## config.mk

```make
export PLATFORM = sky130hd
export DESIGN_NAME = cvxif_result_collector
export DESIGN_NICKNAME = d
export VERILOG_FILES = /design/src/rtl/cvxif_result_collector.sv
export SDC_FILE = /design/constraint.sdc
export NUM_CORES = 1
export LEC_CHECK = 0
export ABC_AREA = 1
export BUFFER_PORTS_ARGS = -buffer_cell sky130_fd_sc_hd__clkbuf_2
export CORE_MARGIN = 2
export CORE_UTILIZATION = 60
export DETAILED_ROUTE_END_ITERATION = 8
export PLACE_DENSITY = 0.86
export SETUP_SLACK_MARGIN = 0.1
export SYNTH_ARGS = -nofsm -noshare
export SYNTH_HDL_FRONTEND = slang
export SYNTH_SLANG_ARGS = --single-unit
```

## constraint.sdc

```tcl
create_clock -name clk_i -period 10.7 [get_ports clk_i]
set_input_delay 1.07 -clock clk_i [delete_from_list [all_inputs] [get_ports clk_i]]
set_output_delay 1.07 -clock clk_i [all_outputs]
set_load 0.03 [all_outputs]
```

## src/rtl/cvxif_result_collector.sv

```systemverilog
// Collects CV-X-IF coprocessor results into a small FIFO for register-file writeback and tracks outstanding ids.
// Latency: a result accepted at edge N is visible on wb_* right after edge N; error pulses are registered (1 cycle).
// Backpressure: result_ready_o drops while the FIFO is full (no same-cycle bypass); wb side is plain valid/ready.
//
// Ports:
//   clk_i, rst_i                     clock, asynchronous active-high reset
//   issue_valid_i, issue_id_i        instruction offloaded with this id (sets scoreboard bit)
//   result_valid_i/result_ready_o    result handshake; result_{data,hartid,id,rd,we}_i payload
//   wb_valid_o/wb_ready_i            writeback handshake; wb_{data,hartid,id,rd,we}_o show the FIFO head
//   spurious_o                       pulse: accepted result had no outstanding issue
//   dup_issue_o                      pulse: issue named an id that was already outstanding
//   busy_o                           any id outstanding or FIFO not empty
module cvxif_result_collector #(
  parameter int Depth       = 4,
  parameter int IdWidth     = 4,
  parameter int HartIdWidth = 1,
  parameter int XLEN        = 64
) (
  input  logic                   clk_i,
  input  logic                   rst_i,
  input  logic                   issue_valid_i,
  input  logic [IdWidth-1:0]     issue_id_i,
  input  logic                   result_valid_i,
  output logic                   result_ready_o,
  input  logic [XLEN-1:0]        result_data_i,
  input  logic [HartIdWidth-1:0] result_hartid_i,
  input  logic [IdWidth-1:0]     result_id_i,
  input  logic [4:0]             result_rd_i,
  input  logic                   result_we_i,
  output logic                   wb_valid_o,
  input  logic                   wb_ready_i,
  output logic [XLEN-1:0]        wb_data_o,
  output logic [HartIdWidth-1:0] wb_hartid_o,
  output logic [IdWidth-1:0]     wb_id_o,
  output logic [4:0]             wb_rd_o,
  output logic                   wb_we_o,
  output logic                   spurious_o,
  output logic                   dup_issue_o,
  output logic                   busy_o
);

  localparam int AW    = $clog2(Depth);
  localparam int NumId = 2 ** IdWidth;

  typedef struct packed {
    logic [XLEN-1:0]        data;
    logic [HartIdWidth-1:0] hartid;
    logic [IdWidth-1:0]     id;
    logic [4:0]             rd;
    logic                   we;
  } entry_t;

  entry_t           r_mem [Depth];
  logic [AW-1:0]    r_rptr;
  logic [AW-1:0]    r_wptr;
  logic [AW:0]      r_count;
  logic [NumId-1:0] r_sb;
  logic             r_spurious;
  logic             r_dup;

  logic             w_full;
  logic             w_empty;
  logic             w_accept;
  logic             w_hit;
  logic             w_push;
  logic             w_pop;
  logic [AW-1:0]    w_rptr_nxt;
  logic [AW-1:0]    w_wptr_nxt;
  logic [NumId-1:0] w_sb_nxt;
  entry_t           w_entry;
  entry_t           w_head;

  assign w_full   = (r_count == (AW+1)'(Depth));
  assign w_empty  = (r_count == '0);

  // Ready is looked at only on the registered count, so a pop cannot make room in the same cycle.
  assign result_ready_o = !w_full && !rst_i;
  assign w_accept = result_valid_i && result_ready_o;
  assign w_hit    = r_sb[result_id_i];
  assign w_push   = w_accept && w_hit;
  assign w_pop    = !w_empty && wb_ready_i;

  assign w_rptr_nxt = (r_rptr == AW'(Depth - 1)) ? '0 : r_rptr + 1'b1;
  assign w_wptr_nxt = (r_wptr == AW'(Depth - 1)) ? '0 : r_wptr + 1'b1;

  // rd = x0 is never written back, but the entry still travels to signal completion.
  always_comb begin
    w_entry        = '0;
    w_entry.data   = result_data_i;
    w_entry.hartid = result_hartid_i;
    w_entry.id     = result_id_i;
    w_entry.rd     = result_rd_i;
    w_entry.we     = result_we_i && (result_rd_i != 5'd0);
  end

  // The result clears its bit first, so a same-cycle issue of the same id leaves it set.
  always_comb begin
    w_sb_nxt = r_sb;
    if (w_push) begin
      w_sb_nxt[result_id_i] = 1'b0;
    end
    if (issue_valid_i) begin
      w_sb_nxt[issue_id_i] = 1'b1;
    end
  end

  // Storage needs no reset: the head is masked to zero whenever the FIFO is empty.
  always_ff @(posedge clk_i) begin
    if (w_push) begin
      r_mem[r_wptr] <= w_entry;
    end
  end

  always_ff @(posedge clk_i or posedge rst_i) begin
    if (rst_i) begin
      r_rptr     <= '0;
      r_wptr     <= '0;
      r_count    <= '0;
      r_sb       <= '0;
      r_spurious <= 1'b0;
      r_dup      <= 1'b0;
    end else begin
      if (w_push) begin
        r_wptr <= w_wptr_nxt;
      end
      if (w_pop) begin
        r_rptr <= w_rptr_nxt;
      end
      case ({w_push, w_pop})
        2'b10:   r_count <= r_count + 1'b1;
        2'b01:   r_count <= r_count - 1'b1;
        default: r_count <= r_count;
      endcase
      r_sb       <= w_sb_nxt;
      r_spurious <= w_accept && !w_hit;
      r_dup      <= issue_valid_i && r_sb[issue_id_i];
    end
  end

  assign w_head      = w_empty ? '0 : r_mem[r_rptr];
  assign wb_valid_o  = !w_empty;
  assign wb_data_o   = w_head.data;
  assign wb_hartid_o = w_head.hartid;
  assign wb_id_o     = w_head.id;
  assign wb_rd_o     = w_head.rd;
  assign wb_we_o     = w_head.we;

  assign spurious_o  = r_spurious;
  assign dup_issue_o = r_dup;
  assign busy_o      = (|r_sb) || !w_empty;

endmodule

```

Yosys cells after proc, flatten, opt, wreduce, memory -nomap -nowiden

Memory sizes are Yosys's and may differ from the RTL's.
Cells that the tools add are included.

$add $sub $neg: 4
Multiply operators: 0
Divide/modulo/power cells: 0
$lt $le $gt $ge: 4
Equality and inequality tests: 5
Shift-type cells: 0
Muxes and demuxes: 16
Bitwise gates (word level): 3
Reduce and logical (&&, ||, !) cells: 18

Operator list:

| kind                  | number |
|---|---|
| $mux W75              | 1 |
| $mux W16              | 2 |
| $and A16 B16 Y16      | 1 |
| $not A16 Y16          | 1 |
| $or A16 B16 Y16       | 1 |
| $reduce_or A16 Y1     | 1 |
| $lt A4 B5 Y1 const B  | 2 |
| $logic_and A1 B1 Y1   | 9 |
| $bmux W1 S4           | 2 |
| $demux W1 S4          | 2 |
| $ge A4 B1 Y1 const B  | 2 |
| $eq A2 B2 Y1 const B  | 3 |
| $mux W1               | 6 |
| $pmux W3 S2           | 1 |
| $reduce_bool A5 Y1    | 1 |
| $add A2 B1 Y2 const B | 2 |
| $logic_not A1 Y1      | 4 |
| $mux W2               | 2 |
| $add A3 B1 Y3 const B | 1 |
| $eq A3 B3 Y1 const B  | 1 |
| $logic_not A3 Y1      | 1 |
| $sub A3 B1 Y3 const B | 1 |
| $eq A2 B1 Y1 const B  | 1 |
| $reduce_bool A2 Y1    | 1 |
| $logic_or A1 B1 Y1    | 1 |

Bits in registers: 25
Bits in latches: 0
RAM bits: 300
ROM bits: 0
Output and inout port bits: 80
Memories: 1

Memory list:

| memory | depth | bits a word | rd ports | clocked after Yosys merged registers in | write ports | RTL line | source |
|---|---|---|---|---|---|---|---|
| r_mem  | 4     | 75          | 1        | 0                                       | 1           | 53       | `entry_t r_mem [Depth];` |

Logic depth before layout (Yosys ltp)

Word-level depth: 9
Mapped depth: 15
Depth with buffers taken out: 14

Worst setup path before layout

Ideal clock, no wire load.

Path kind: input -> register
Start point: in rst_i
End point: mem r_mem[0][0] (netlist name) (enable)
Setup time: 0.510 ns
Arrival: 5.175 ns
Required time: 10.190 ns
Setup slack: 5.015 ns
Stages on the path: 6
Cell sequence: a31oi_2 -> and2_1 -> buf_4 -> o21ai_4 -> buf_6 -> nor2_1

Cells in the longest elaborated chain, start to end: 6

RTL lines:

| element                       | RTL line | source |
|---|---|---|
| start, declared               | 20       | `input logic rst_i,` |
| $logic_not A1 Y1 (no line)    | -        |  |
| $logic_and A1 B1 Y1           | 77       | `assign result_ready_o = !w_full && !rst_i;` |
| $logic_and A1 B1 Y1           | 78       | `assign w_accept = result_valid_i && result_ready_o;` |
| $logic_and A1 B1 Y1           | 80       | `assign w_push = w_accept && w_hit;` |
| $mux W1                       | 109      | `if (w_push) begin` |
| $mux W1 (not written as such) | 110      | `r_mem[r_wptr] <= w_entry;` |
| end, declared                 | 53       |  |

No other way between the ends.

Worst setup path in the final report

Start point: reg r_rptr[0]
End point: out wb_id_o[1]

Cells in the longest elaborated chain, start to end: 2

RTL lines:

| element                | RTL line | source |
|---|---|---|
| start, declared        | 54       | `logic [AW-1:0] r_rptr;` |
| start signal, assigned | 127      | `r_rptr <= w_rptr_nxt;` |
| $mem_v2 Z4 W75         | -        |  |
| $mux W75               | 140      | `assign w_head = w_empty ? '0 : r_mem[r_rptr];` |
| end, declared          | 34       | `output logic [IdWidth-1:0] wb_id_o,` |

No other way between the ends.

==> results.yml <==
floorplan:
  num_rows: 54
  io_pins: 164
  die_w_um: 154
  die_y_um: 154
  start_util: 0.613
  dieArea_um2: 23700
  coreArea_um2: 22000
worst_setup_path:
  cp_top_family: "buffers and inverters"
  critPathBufInv: 3
  slowest_delay_ps: 820
  reg2reg_from: "r_count[1]$_DFFE_PP0P_"
  crit_fanout: 119
  cp-start-kind: "register"
  critPathCaptureType: "output pin"
  critPathArrivalTime_ps: 3490
  required_ps: 9630
  path_cells: "inv_4 -> buf_4 -> o21ai_0 -> a21oi_1 -> clkbuf_2"
  crit_type: "register to output pin"
  cp-startpoint: "r_rptr[0]$_DFFE_PP0N_"
  cpMaxStageDelayCell: "buf_4"
placed_design:
  portBuffers: 163
  dpl_cell_area_um2: 14400
  dp_hpwl_mm: 16.4
  gp_congestion: 0.932
  preCtsSetupSlack_ps: 6400
power_and_ir_drop:
  power_density_nw_per_um2: 285
  max-vdd-ir-drop_uv: 258
  p_total_w: 0.00439
  p_leak_nw: 5.79
timing:
  fin_setup_tns_ps: 0
  min_period_ps: 4560
  rsz0062_at_grt: "false"
  setup_viol: 0
  hold_ws_ps: 533
  worstMarginPinSlew_ps: 1140
  slew_headroom: 0.238
  fin_skew_ps: 14.2
  drv_slew: 0
  finalHoldViolations: 0
  worst_slack_ps: 6140
  clock.fmax_mhz: 219
  period_share: 0.426
synthesis:
  async_flop_share: 0.0769
  synthFlopType: "edfxtp_1"
  syn-num-nets: 1251
  syn_inst: 1160
  ys_types: 30
  yosysTopAreaCell: "edfxtp_1"
  synth_top_area_share: 0.669
  ys_seq_elements: 325
  syn_area_per_cell_um2: 11.6
  synth_edf_count: 300
  synth_seq_area_share: 0.715
  synth_area_um2: 13500
  ys_warn_count: 0
  synth_area_leaders: "edfxtp_1, nor2_1, o21ai_0"
run:
  cap_violations: 0
routing:
  postRouteWirelength_mm: 29.2
  ant_nets: 0
  drt-vias-per-instance: 5.77
  vias: 9251
  wl_per_cell_um: 18.2
  dr.first_iter.drc_count: 961
  drc: 0
  first_pass_iters: 5
clock_network:
  clock_latency_ps: 550
  max-clock-path-buffers: 3
  hold_buffers: 0
  cts.reportedPaths.clkPinSlew_ps: 60
  postCtsSetupBuffers: 0
  h-tree-depth: 1
  cts_buffers: 31
  cts_sinks: 325
  cts-root-buf: "clkbuf_16"
  postCtsResizedCells: 0
  cts_tree: "done"
final_layout:
  seqCellArea_um2: 9640
  design_area_um2: 15400
  fill_cells: 1461
  final_nets: 1391
  multi_input_area_um2: 3390
  area_delta_synth_final_pct: 14.6
  drive_gt1_frac: 0.190
grt:
  grt_pass1_wl_mm: 46.1
  first_global_vias: 9287
  grt_max_degree: 120
  grt_remaining_overflow: 0
  grt_util_all_layers: 0.247
  antenna_found_initial: 1
run_status:
  status: "finished, final reports clean"
worst_hold_path:
  holdCritStartpoint: "r_count[0]$_DFFE_PP0P_"
  hp-class: "register to register"
## sequential cells by signal, indices dropped and copies added (netlist names)
| name | flops |
|---|---|
| spurious_o | 1 |
| r_mem | 300 |
| r_sb | 16 |
| r_rptr | 2 |
| r_wptr | 2 |
| dup_issue_o | 1 |
| r_count | 3 |
## worst register-to-register path: cells and delay by family (launching register included)
family | cells | cell delay [ps]
flip-flops | 1 | 390
AND/OR/NAND/NOR | 2 | 1380
buffers and inverters | 2 | 870
AO/OA/AOI/OAI | 2 | 600
## through the flow
step / utilization / cells
3_5_place_dp: 0.657 / 1547
6_report: 0.703 / 1604
4_1_cts: 0.703 / 1603
2_1_floorplan: - / 1160
5_1_grt: 0.703 / 1604
3_3_place_gp: 0.657 / 1547
## cells in the final DEF (no fill, tap or decap), types with 3 or more instances in the layout
master	Yosys	routed
edfxtp_1	300	300
o21ai_0	156	156
a21oi_1	88	88
clkinv_1	0	5
clkbuf_2	0	163
buf_4	2	9
nand2_1	86	86
dfrtp_1	25	23
nand3_1	27	27
nor2_4	0	4
nor2_1	320	316
ha_1	6	6
inv_1	38	37
inv_2	4	4
clkbuf_1	34	6
a22oi_1	8	8
a21boi_0	4	4
clkbuf_16	0	31
bufinv_16	0	3
clkinv_2	0	5
clkbuf_8	0	4
nand3_2	17	17
## layer usage
metal / vias up / share of wire / GRT usage
met5: - / 0 / 0
met4: 0 / 0.029 / 0.0975
met3: 62 / 0.085 / 0.0420
met2: 421 / 0.49 / 0.420
met1: 4436 / 0.40 / 0.321
li1: 4332 / - / -
## cell families after synthesis
group	count (synthesis)	synth area share
AOI/OAI and AO/OA	258	0.0995
xor gates and xnor gates	2	0.00130
adders and majority gates	7	0.00706
buffers and inverters	107	0.0356
DFF	325	0.715
and+or+nand+nor	461	0.141
## synth_stat cells (2+ instances only)
cell / instances
a21boi_0: 4
a21oi_1: 88
a22oi_1: 8
buf_1: 5
buf_2: 19
buf_4: 2
buf_6: 4
clkbuf_1: 34
dfrtp_1: 25
edfxtp_1: 300
ha_1: 6
inv_1: 38
inv_2: 4
nand2_1: 86
nand2_2: 2
nand3_1: 27
nand3_2: 17
nand4_1: 2
nor2_1: 320
nor3_1: 2
nor4_1: 2
o21ai_0: 156
xnor2_1: 2
## final cells by class
class	count	area share
diodes	1	0.000162
clock buffers	41	0.0553
clock inverters	15	0.00981
inverters	42	0.0104
multi-input cells	728	0.220
flip-flops and latches	325	0.625
well taps	280	0.0227
repair buffers	172	0.0572
## where the power goes
group	leakage, nW	internal (W)	total (W)	switching, W
logic	2.29	0.000464	0.00174	0.00128
clock network	0.496	0.000629	0.00107	0.000437
registers	3.00	0.00149	0.00158	0.0000968
## final timing paths
check / endpoint / slack [ps] / cells past startpoint
worst max-delay path: wb_id_o[1] / 6140 / 5
worst min-delay path: r_count[0]$_DFFE_PP0P_ / 530 / 1
worst min register to register: r_count[0]$_DFFE_PP0P_ / 530 / 1
min in group asynchronous: r_sb[12]$_DFF_PP0_ / 740 / 2
max in group asynchronous: r_rptr[0]$_DFFE_PP0N_ / 9250 / 2
worst max register to register: r_mem[1][46]$_DFFE_PP_ / 7040 / 6
No activity file was read; power rests on OpenSTA's default activity.
